[config.mk]
export PLATFORM = sky130hd
export DESIGN_NAME = div_iter_flat
export DESIGN_NICKNAME = d
export VERILOG_FILES = /design/src/rtl/cpu_pkg.sv /design/src/rtl/div_iter_if.sv /design/src/rtl/div_step.sv /design/src/rtl/div_iter.sv /design/src/flat_wrapper.sv
export SDC_FILE = /design/constraint.sdc
export NUM_CORES = 1
export LEC_CHECK = 0
export BUFFER_PORTS_ARGS = -buffer_cell sky130_fd_sc_hd__buf_2
export CORE_ASPECT_RATIO = 0.7
export CORE_MARGIN = 5
export CORE_UTILIZATION = 55
export CTS_CLUSTER_SIZE = 28
export DETAILED_ROUTE_END_ITERATION = 7
export GPL_TIMING_DRIVEN = 0
export PLACE_DENSITY = 0.81
export REMOVE_ABC_BUFFERS = 1
export SYNTH_ARGS = -nofsm -noshare
export SYNTH_HDL_FRONTEND = slang
export SYNTH_HIERARCHICAL = 1
export SYNTH_SLANG_ARGS = --single-unit
[constraint.sdc]
create_clock -name clk -period 6.16 [get_ports clk]
set_input_delay 1.232 -clock clk [delete_from_list [all_inputs] [get_ports clk]]
set_output_delay 1.232 -clock clk [all_outputs]
set_load 0.01 [all_outputs]
[src/rtl/cpu_pkg.sv]
// Shared CPU definitions used by the iterative divider: state encoding and constants.
package cpu_pkg;

    typedef enum logic [1:0] {
        IDLE = 2'd0,
        CALC = 2'd1,
        DONE = 2'd2
    } div_state_e;

    localparam int DIV_WIDTH = 32;

    // Quotient reported for a zero divisor.
    localparam logic [DIV_WIDTH-1:0] DIV_ZERO_Q = {DIV_WIDTH{1'b1}};

endpackage

[src/rtl/div_iter_if.sv]
// EXE-stage divider handshake: operands and control from the pipeline, stall and HI/LO results back.
interface div_iter_if #(
    parameter int WIDTH = 32
);

    logic             div_start;
    logic             div_signed;
    logic [WIDTH-1:0] src_a;
    logic [WIDTH-1:0] src_b;
    logic             flush;
    logic             stage_advance;
    logic             div_busy;
    logic             res_valid;
    logic [WIDTH-1:0] quotient;
    logic [WIDTH-1:0] remainder;

    modport master (
        output div_start, div_signed, src_a, src_b, flush, stage_advance,
        input  div_busy, res_valid, quotient, remainder
    );

    modport slave (
        input  div_start, div_signed, src_a, src_b, flush, stage_advance,
        output div_busy, res_valid, quotient, remainder
    );

endinterface

[src/rtl/div_step.sv]
// One combinational restoring-division iteration on the {remainder, quotient} shift pair.
module div_step #(
    parameter int WIDTH = 32
) (
    input  logic [WIDTH-1:0] rem,
    input  logic [WIDTH-1:0] quo,
    input  logic [WIDTH-1:0] divisor,
    output logic [WIDTH-1:0] rem_next,
    output logic [WIDTH-1:0] quo_next
);

    logic [WIDTH:0] rem_sh_s;
    logic [WIDTH:0] trial_s;

    // Partial remainder stays below the divisor, so one extra bit is enough to see the sign.
    assign rem_sh_s = {rem, quo[WIDTH-1]};
    assign trial_s  = rem_sh_s - {1'b0, divisor};

    // Keep the trial difference when it did not borrow, else restore.
    always_comb begin
        rem_next = rem_sh_s[WIDTH-1:0];
        quo_next = {quo[WIDTH-2:0], 1'b0};
        if (trial_s[WIDTH] == 1'b0) begin
            rem_next = trial_s[WIDTH-1:0];
            quo_next = {quo[WIDTH-2:0], 1'b1};
        end else begin
            rem_next = rem_sh_s[WIDTH-1:0];
            quo_next = {quo[WIDTH-2:0], 1'b0};
        end
    end

endmodule

[src/rtl/div_iter.sv]
// Iterative radix-2 restoring divider for DIV/DIVU in EXE; results in WIDTH+1 cycles.
// Optional macro DIV_EARLY_ZERO_EN: a zero divisor skips iteration and goes straight to DONE.
module div_iter
    import cpu_pkg::*;
#(
    parameter int WIDTH = DIV_WIDTH
) (
    input  logic       clk,
    input  logic       resetn,
    div_iter_if.slave  bus
);

    localparam int                 CNT_W    = $clog2(WIDTH);
    localparam logic [CNT_W-1:0]   CNT_LAST = CNT_W'(WIDTH - 1);
    localparam logic [CNT_W-1:0]   CNT_ONE  = CNT_W'(1);
    localparam logic [WIDTH-1:0]   ONE      = WIDTH'(1);
    localparam logic [WIDTH-1:0]   ZERO_Q   = {WIDTH{1'b1}};

    div_state_e       state_r;
    div_state_e       state_next_s;
    logic [CNT_W-1:0] cnt_r;
    logic [WIDTH-1:0] rem_r;
    logic [WIDTH-1:0] quo_r;
    logic [WIDTH-1:0] dvsr_r;
    logic [WIDTH-1:0] a_orig_r;
    logic             q_neg_r;
    logic             r_neg_r;
    logic             b_zero_r;
    logic [WIDTH-1:0] quo_out_r;
    logic [WIDTH-1:0] rem_out_r;
    logic             res_valid_r;

    logic             accept_s;
    logic             iter_s;
    logic             last_s;
    logic             busy_s;
    logic             early_zero_s;
    logic             b_is_zero_s;
    logic [WIDTH-1:0] abs_a_s;
    logic [WIDTH-1:0] abs_b_s;
    logic [WIDTH-1:0] rem_step_s;
    logic [WIDTH-1:0] quo_step_s;

    function automatic logic [WIDTH-1:0] negate(input logic [WIDTH-1:0] x);
        return ~x + ONE;
    endfunction

    assign b_is_zero_s = (bus.src_b == {WIDTH{1'b0}});
    assign abs_a_s     = (bus.div_signed & bus.src_a[WIDTH-1]) ? negate(bus.src_a) : bus.src_a;
    assign abs_b_s     = (bus.div_signed & bus.src_b[WIDTH-1]) ? negate(bus.src_b) : bus.src_b;

`ifdef DIV_EARLY_ZERO_EN
    assign early_zero_s = accept_s & b_is_zero_s;
`else
    assign early_zero_s = 1'b0;
`endif

    div_step #(.WIDTH(WIDTH)) u_step (
        .rem      (rem_r),
        .quo      (quo_r),
        .divisor  (dvsr_r),
        .rem_next (rem_step_s),
        .quo_next (quo_step_s)
    );

    // State register.
    always_ff @(posedge clk or negedge resetn) begin
        if (!resetn) begin
            state_r <= IDLE;
        end else begin
            state_r <= state_next_s;
        end
    end

    // Next-state logic; flush and a squashed instruction both abandon the operation.
    always_comb begin
        state_next_s = state_r;
        case (state_r)
            IDLE: begin
                if (bus.flush) begin
                    state_next_s = IDLE;
                end else if (bus.div_start) begin
                    state_next_s = early_zero_s ? DONE : CALC;
                end else begin
                    state_next_s = IDLE;
                end
            end
            CALC: begin
                if (bus.flush || !bus.div_start) begin
                    state_next_s = IDLE;
                end else if (cnt_r == CNT_LAST) begin
                    state_next_s = DONE;
                end else begin
                    state_next_s = CALC;
                end
            end
            DONE: begin
                if (bus.flush || bus.stage_advance) begin
                    state_next_s = IDLE;
                end else begin
                    state_next_s = DONE;
                end
            end
            default: state_next_s = IDLE;
        endcase
    end

    // Control strobes and the combinational stall request.
    always_comb begin
        accept_s = 1'b0;
        iter_s   = 1'b0;
        last_s   = 1'b0;
        busy_s   = bus.div_start & ~bus.flush & (state_r != DONE);
        case (state_r)
            IDLE: begin
                accept_s = bus.div_start & ~bus.flush;
            end
            CALC: begin
                iter_s = bus.div_start & ~bus.flush;
                last_s = bus.div_start & ~bus.flush & (cnt_r == CNT_LAST);
            end
            DONE: begin
                accept_s = 1'b0;
            end
            default: begin
                accept_s = 1'b0;
            end
        endcase
    end

    // Operand capture and the per-cycle restoring iteration.
    always_ff @(posedge clk or negedge resetn) begin
        if (!resetn) begin
            cnt_r    <= {CNT_W{1'b0}};
            rem_r    <= {WIDTH{1'b0}};
            quo_r    <= {WIDTH{1'b0}};
            dvsr_r   <= {WIDTH{1'b0}};
            a_orig_r <= {WIDTH{1'b0}};
            q_neg_r  <= 1'b0;
            r_neg_r  <= 1'b0;
            b_zero_r <= 1'b0;
        end else if (accept_s) begin
            cnt_r    <= {CNT_W{1'b0}};
            rem_r    <= {WIDTH{1'b0}};
            quo_r    <= abs_a_s;
            dvsr_r   <= abs_b_s;
            a_orig_r <= bus.src_a;
            q_neg_r  <= bus.div_signed & (bus.src_a[WIDTH-1] ^ bus.src_b[WIDTH-1]);
            r_neg_r  <= bus.div_signed & bus.src_a[WIDTH-1];
            b_zero_r <= b_is_zero_s;
        end else if (iter_s) begin
            cnt_r <= cnt_r + CNT_ONE;
            rem_r <= rem_step_s;
            quo_r <= quo_step_s;
        end else begin
            cnt_r <= cnt_r;
        end
    end

    // Result registers: sign fixups, or the forced divide-by-zero result, are applied on entry to DONE.
    always_ff @(posedge clk or negedge resetn) begin
        if (!resetn) begin
            quo_out_r   <= {WIDTH{1'b0}};
            rem_out_r   <= {WIDTH{1'b0}};
            res_valid_r <= 1'b0;
        end else begin
            res_valid_r <= (state_next_s == DONE);
            if (early_zero_s) begin
                quo_out_r <= ZERO_Q;
                rem_out_r <= bus.src_a;
            end else if (last_s && b_zero_r) begin
                quo_out_r <= ZERO_Q;
                rem_out_r <= a_orig_r;
            end else if (last_s) begin
                quo_out_r <= q_neg_r ? negate(quo_step_s) : quo_step_s;
                rem_out_r <= r_neg_r ? negate(rem_step_s) : rem_step_s;
            end else begin
                quo_out_r <= quo_out_r;
                rem_out_r <= rem_out_r;
            end
        end
    end

    assign bus.div_busy  = busy_s;
    assign bus.res_valid = res_valid_r;
    assign bus.quotient  = quo_out_r;
    assign bus.remainder = rem_out_r;

endmodule

[src/flat_wrapper.sv]
// flat-port wrapper written by rule: the top's interface ports become plain ports
module div_iter_flat import cpu_pkg::*;
#(
    parameter int WIDTH = DIV_WIDTH
)
  (clk, resetn, bus_div_start, bus_div_signed, bus_src_a, bus_src_b, bus_flush, bus_stage_advance, bus_div_busy, bus_res_valid, bus_quotient, bus_remainder);
  div_iter_if #(.WIDTH(WIDTH)) bus_i ();
  input  logic clk;
  input  logic resetn;
  input wire logic [$bits(bus_i.div_start)-1:0] bus_div_start;
  input wire logic [$bits(bus_i.div_signed)-1:0] bus_div_signed;
  input wire logic [$bits(bus_i.src_a)-1:0] bus_src_a;
  input wire logic [$bits(bus_i.src_b)-1:0] bus_src_b;
  input wire logic [$bits(bus_i.flush)-1:0] bus_flush;
  input wire logic [$bits(bus_i.stage_advance)-1:0] bus_stage_advance;
  output wire logic [$bits(bus_i.div_busy)-1:0] bus_div_busy;
  output wire logic [$bits(bus_i.res_valid)-1:0] bus_res_valid;
  output wire logic [$bits(bus_i.quotient)-1:0] bus_quotient;
  output wire logic [$bits(bus_i.remainder)-1:0] bus_remainder;
  assign bus_i.div_start = bus_div_start;
  assign bus_i.div_signed = bus_div_signed;
  assign bus_i.src_a = bus_src_a;
  assign bus_i.src_b = bus_src_b;
  assign bus_i.flush = bus_flush;
  assign bus_i.stage_advance = bus_stage_advance;
  assign bus_div_busy = bus_i.div_busy;
  assign bus_res_valid = bus_i.res_valid;
  assign bus_quotient = bus_i.quotient;
  assign bus_remainder = bus_i.remainder;
  div_iter #(.WIDTH(WIDTH)) u_core (.clk(clk), .resetn(resetn), .bus(bus_i));
endmodule
==> out/results.txt <==
Layout area overhead: 10.9%
GPL Wtd Cong: 0.926
Crit Reg-Reg Startpoint: u_core/quo_r[31]
Synth area leaders: dfrtp_1 38%, nand2_1 7.3%, xor2_1 5.8%, a21oi_1 4.3%, o21ai_0 4.1%
Post-synth top flop: dfrtp_1
TritonCTS clock tree: yes
overall power: 3.90 mW
htree depth: 1
dpl cell area: 14200 µm²
Synth Instances: 1596
Slew @ Worst Pin: 1330 ps
crit path DAT: 6170 ps
busiest grt layer: met1
#FFs+latches synth: 203
fin nets: 1756
sequential share of the synthesized area: 0.376
Fin. Hold Viols: 0
Post-Layout Inst Area: 15000 µm²
non-filler instance count after layout: 1987
run status: finished clean
Post-route DRC: 0
count leader, synth: nand2_1
final WL: 38.7 mm
HPWL reported at the end of detailed placement: 27.1 mm
number of buffers added on ports: 135
Worst-path clk slew: 60 ps
setup violators final: 0
GRT Util Overall: 0.269
post-route ant nets: 0
Final period util: 0.946
FMAX: 172 MHz
largest net degree at the start of global routing: 113
Period minus WS final: 5830 ps
Synth warnings: 6
Hold EP: u_core/a_orig_r[10]
clk sink count: 203
Reg2Reg Capture Point: u_core/bus.remainder[30]
final setup TNS: 0 ps
clock share of power: 0.369
Avg WL per Cell: 19.5 µm
gr ovfl total: 0
Reg power frac: 0.406
iteration-0 DRC count of the detailed router: 1695
Slew Viols, Final: 0
number of enable flip-flop cells after synthesis: 0
total CTS buffers: 22
Row Count: 48
Crit. End Element: flip-flop
hold path depth: 2
sw frac: 0.315
initial antenna violation count: 0
io pins: 136
die span in x: 197 µm
Int Pwr: 2.67 mW
met2 Use GR: 0.394
Post-synth top cells: 262 x nand2_1, 203 x dfrtp_1, 117 x a21oi_1
Avg Vias per Cell: 6.22
ANT cells: 0
Longest Clk Path Bufs: 3
Hold WS: 476 ps
largest area contributor in the netlist: dfrtp_1
root buffer cell: clkbuf_16
Worst Skew: 9.67 ps
worst-path fanout max: 28
hold_sp: u_core/a_orig_r[10]
routed vias: 12.4k
r2r worst-path depth: 20
Startpoint Class: flip-flop
share of the synthesized area in the top cell type: 0.376
DP Cell Count: 1945
hold buffer count at CTS: 0
die area: 27800 µm²
grt met3 use: 0.0521
Final Worst Setup Slack: 332 ps
Leak: 7.21 nW
peak supply drop: 0.000197 V
Power Dens Cells: 260 nW/µm²
Synth async-reset ratio: 1.00
first-pass GRT wire length: 61.5 mm
max cap viols: 0
Post-Place Worst Slack: 183 ps
Hold WC Path Type: reg -> reg
met1 Usage GRT: 0.410
CORE AREA: 24400 µm²
headroom to the max-slew limit: 0.115
DRT Pass-1 Iters: 5
RSZ-0062 raised after global routing: no
vias in the first global route: 11.4k
P_sw: 1.23 mW
post-synth cell types: 79
fin util: 0.613
layout cells sized above 1: 0.151
clk_lat worst skew: 510 ps
FF-to-FF setup slack: 330 ps
Synth Area per Inst: 8.46 µm²
Worst Path Required: 6500 ps
Initial Utilization: 0.553
power share of the combinational group: 0.226
Die Ht: 141 µm
Mapped Area: 13500 µm²
Crit Path Category: reg -> reg
-- placed cells by master, fill, tap and decap left out, types with 44 or more instances in the layout --
master	Yosys	routed
nor2_1	107	105
buf_2	2	134
xor2_1	89	89
nand3_1	64	63
nand2_1	262	262
xnor2_1	44	44
o21ai_0	111	111
inv_1	46	46
a21oi_1	117	117
dfrtp_1	203	202
-- state kept, by name, summed over array words and instances (netlist names) --
| register | count |
|---|---|
| u_core/a_orig_r | 32 |
| u_core/bus.quotient | 32 |
| u_core/bus.remainder | 32 |
| u_core/dvsr_r | 32 |
| u_core/quo_r | 32 |
| u_core/rem_r | 32 |
| u_core/cnt_r | 5 |
| u_core/state_r | 2 |
| u_core/b_zero_r | 1 |
| u_core/bus.res_valid | 1 |
| u_core/q_neg_r | 1 |
| u_core/r_neg_r | 1 |
-- worst max path at each step --
| stage | depth (start not counted) | start | end |
|---|---|---|---|
| 2_1_floorplan | 4 | bus_flush | u_core/dvsr_r[30] |
| 3_3_place_gp | 5 | bus_flush | u_core/dvsr_r[30] |
| 3_5_place_dp | 18 | u_core/quo_r[31] | u_core/bus.remainder[28] |
| 4_1_cts | 18 | u_core/quo_r[31] | u_core/bus.remainder[28] |
| 5_1_grt | 19 | u_core/quo_r[31] | u_core/bus.remainder[28] |
| 6_report | 20 | u_core/quo_r[31] | u_core/bus.remainder[30] |
-- power groups by stage --
stage | sequential (mW) | clock (mW) | combinational (mW)
detailed placement | 1.60 | 0 | 0.838
finish | 1.58 | 1.44 | 0.880
CTS | 1.58 | 1.45 | 0.850
global route | 1.60 | 1.51 | 0.973
global placement | 1.59 | 0 | 0.804
floorplan | 1.55 | 0 | 0.597
-- logic make-up after synthesis --
kind of cell,count (synthesis),synth area share
AND/OR/NAND/NOR,603,0.209
adder cells (fa/ha/maj),39,0.0367
XOR/XNOR,133,0.0862
flip-flops,203,0.376
AO/OA/AOI/OAI,407,0.188
multiplexers,43,0.0403
buffers and inverters,168,0.0632
-- area by class of cell --
type	instances	area (µm²)
Inverter	47	184
Fill cell	2075	9460
Timing Repair Buffer	148	900
Tap cell	325	407
Multi-Input combinational cell	1225	7620
Clock inverter	9	149
Sequential cell	203	5080
Clock buffer	30	632
-- routing by layer --
layer / vias to the layer above / wire length [µm]
li1: 5738 / -
met1: 5896 / 16900
met2: 650 / 16900
met3: 72 / 4040
met4: 0 / 911
met5: - / 0
-- timing repair --
action	CTS	global route
setup buffers	0	2
endpoints found under the setup margin	0	13
resized for setup	0	3
-- critical path, cell delays in order, from the launching register on --
cell	delay, ps
dfrtp_1	400
inv_1	70
ha_1	230
fa_1	390
and2b_1	270
o2111ai_2	150
a21oi_2	250
o2111ai_1	190
a211oi_2	330
nor2_4	110
mux2i_4	430
and2_4	360
inv_8	150
mux2_4	360
nor4_1	680
nand4b_1	160
buf_4	220
buf_4	150
o41ai_1	450
xor2_1	190
o22ai_1	90
(Power assumes the default switching activity.)
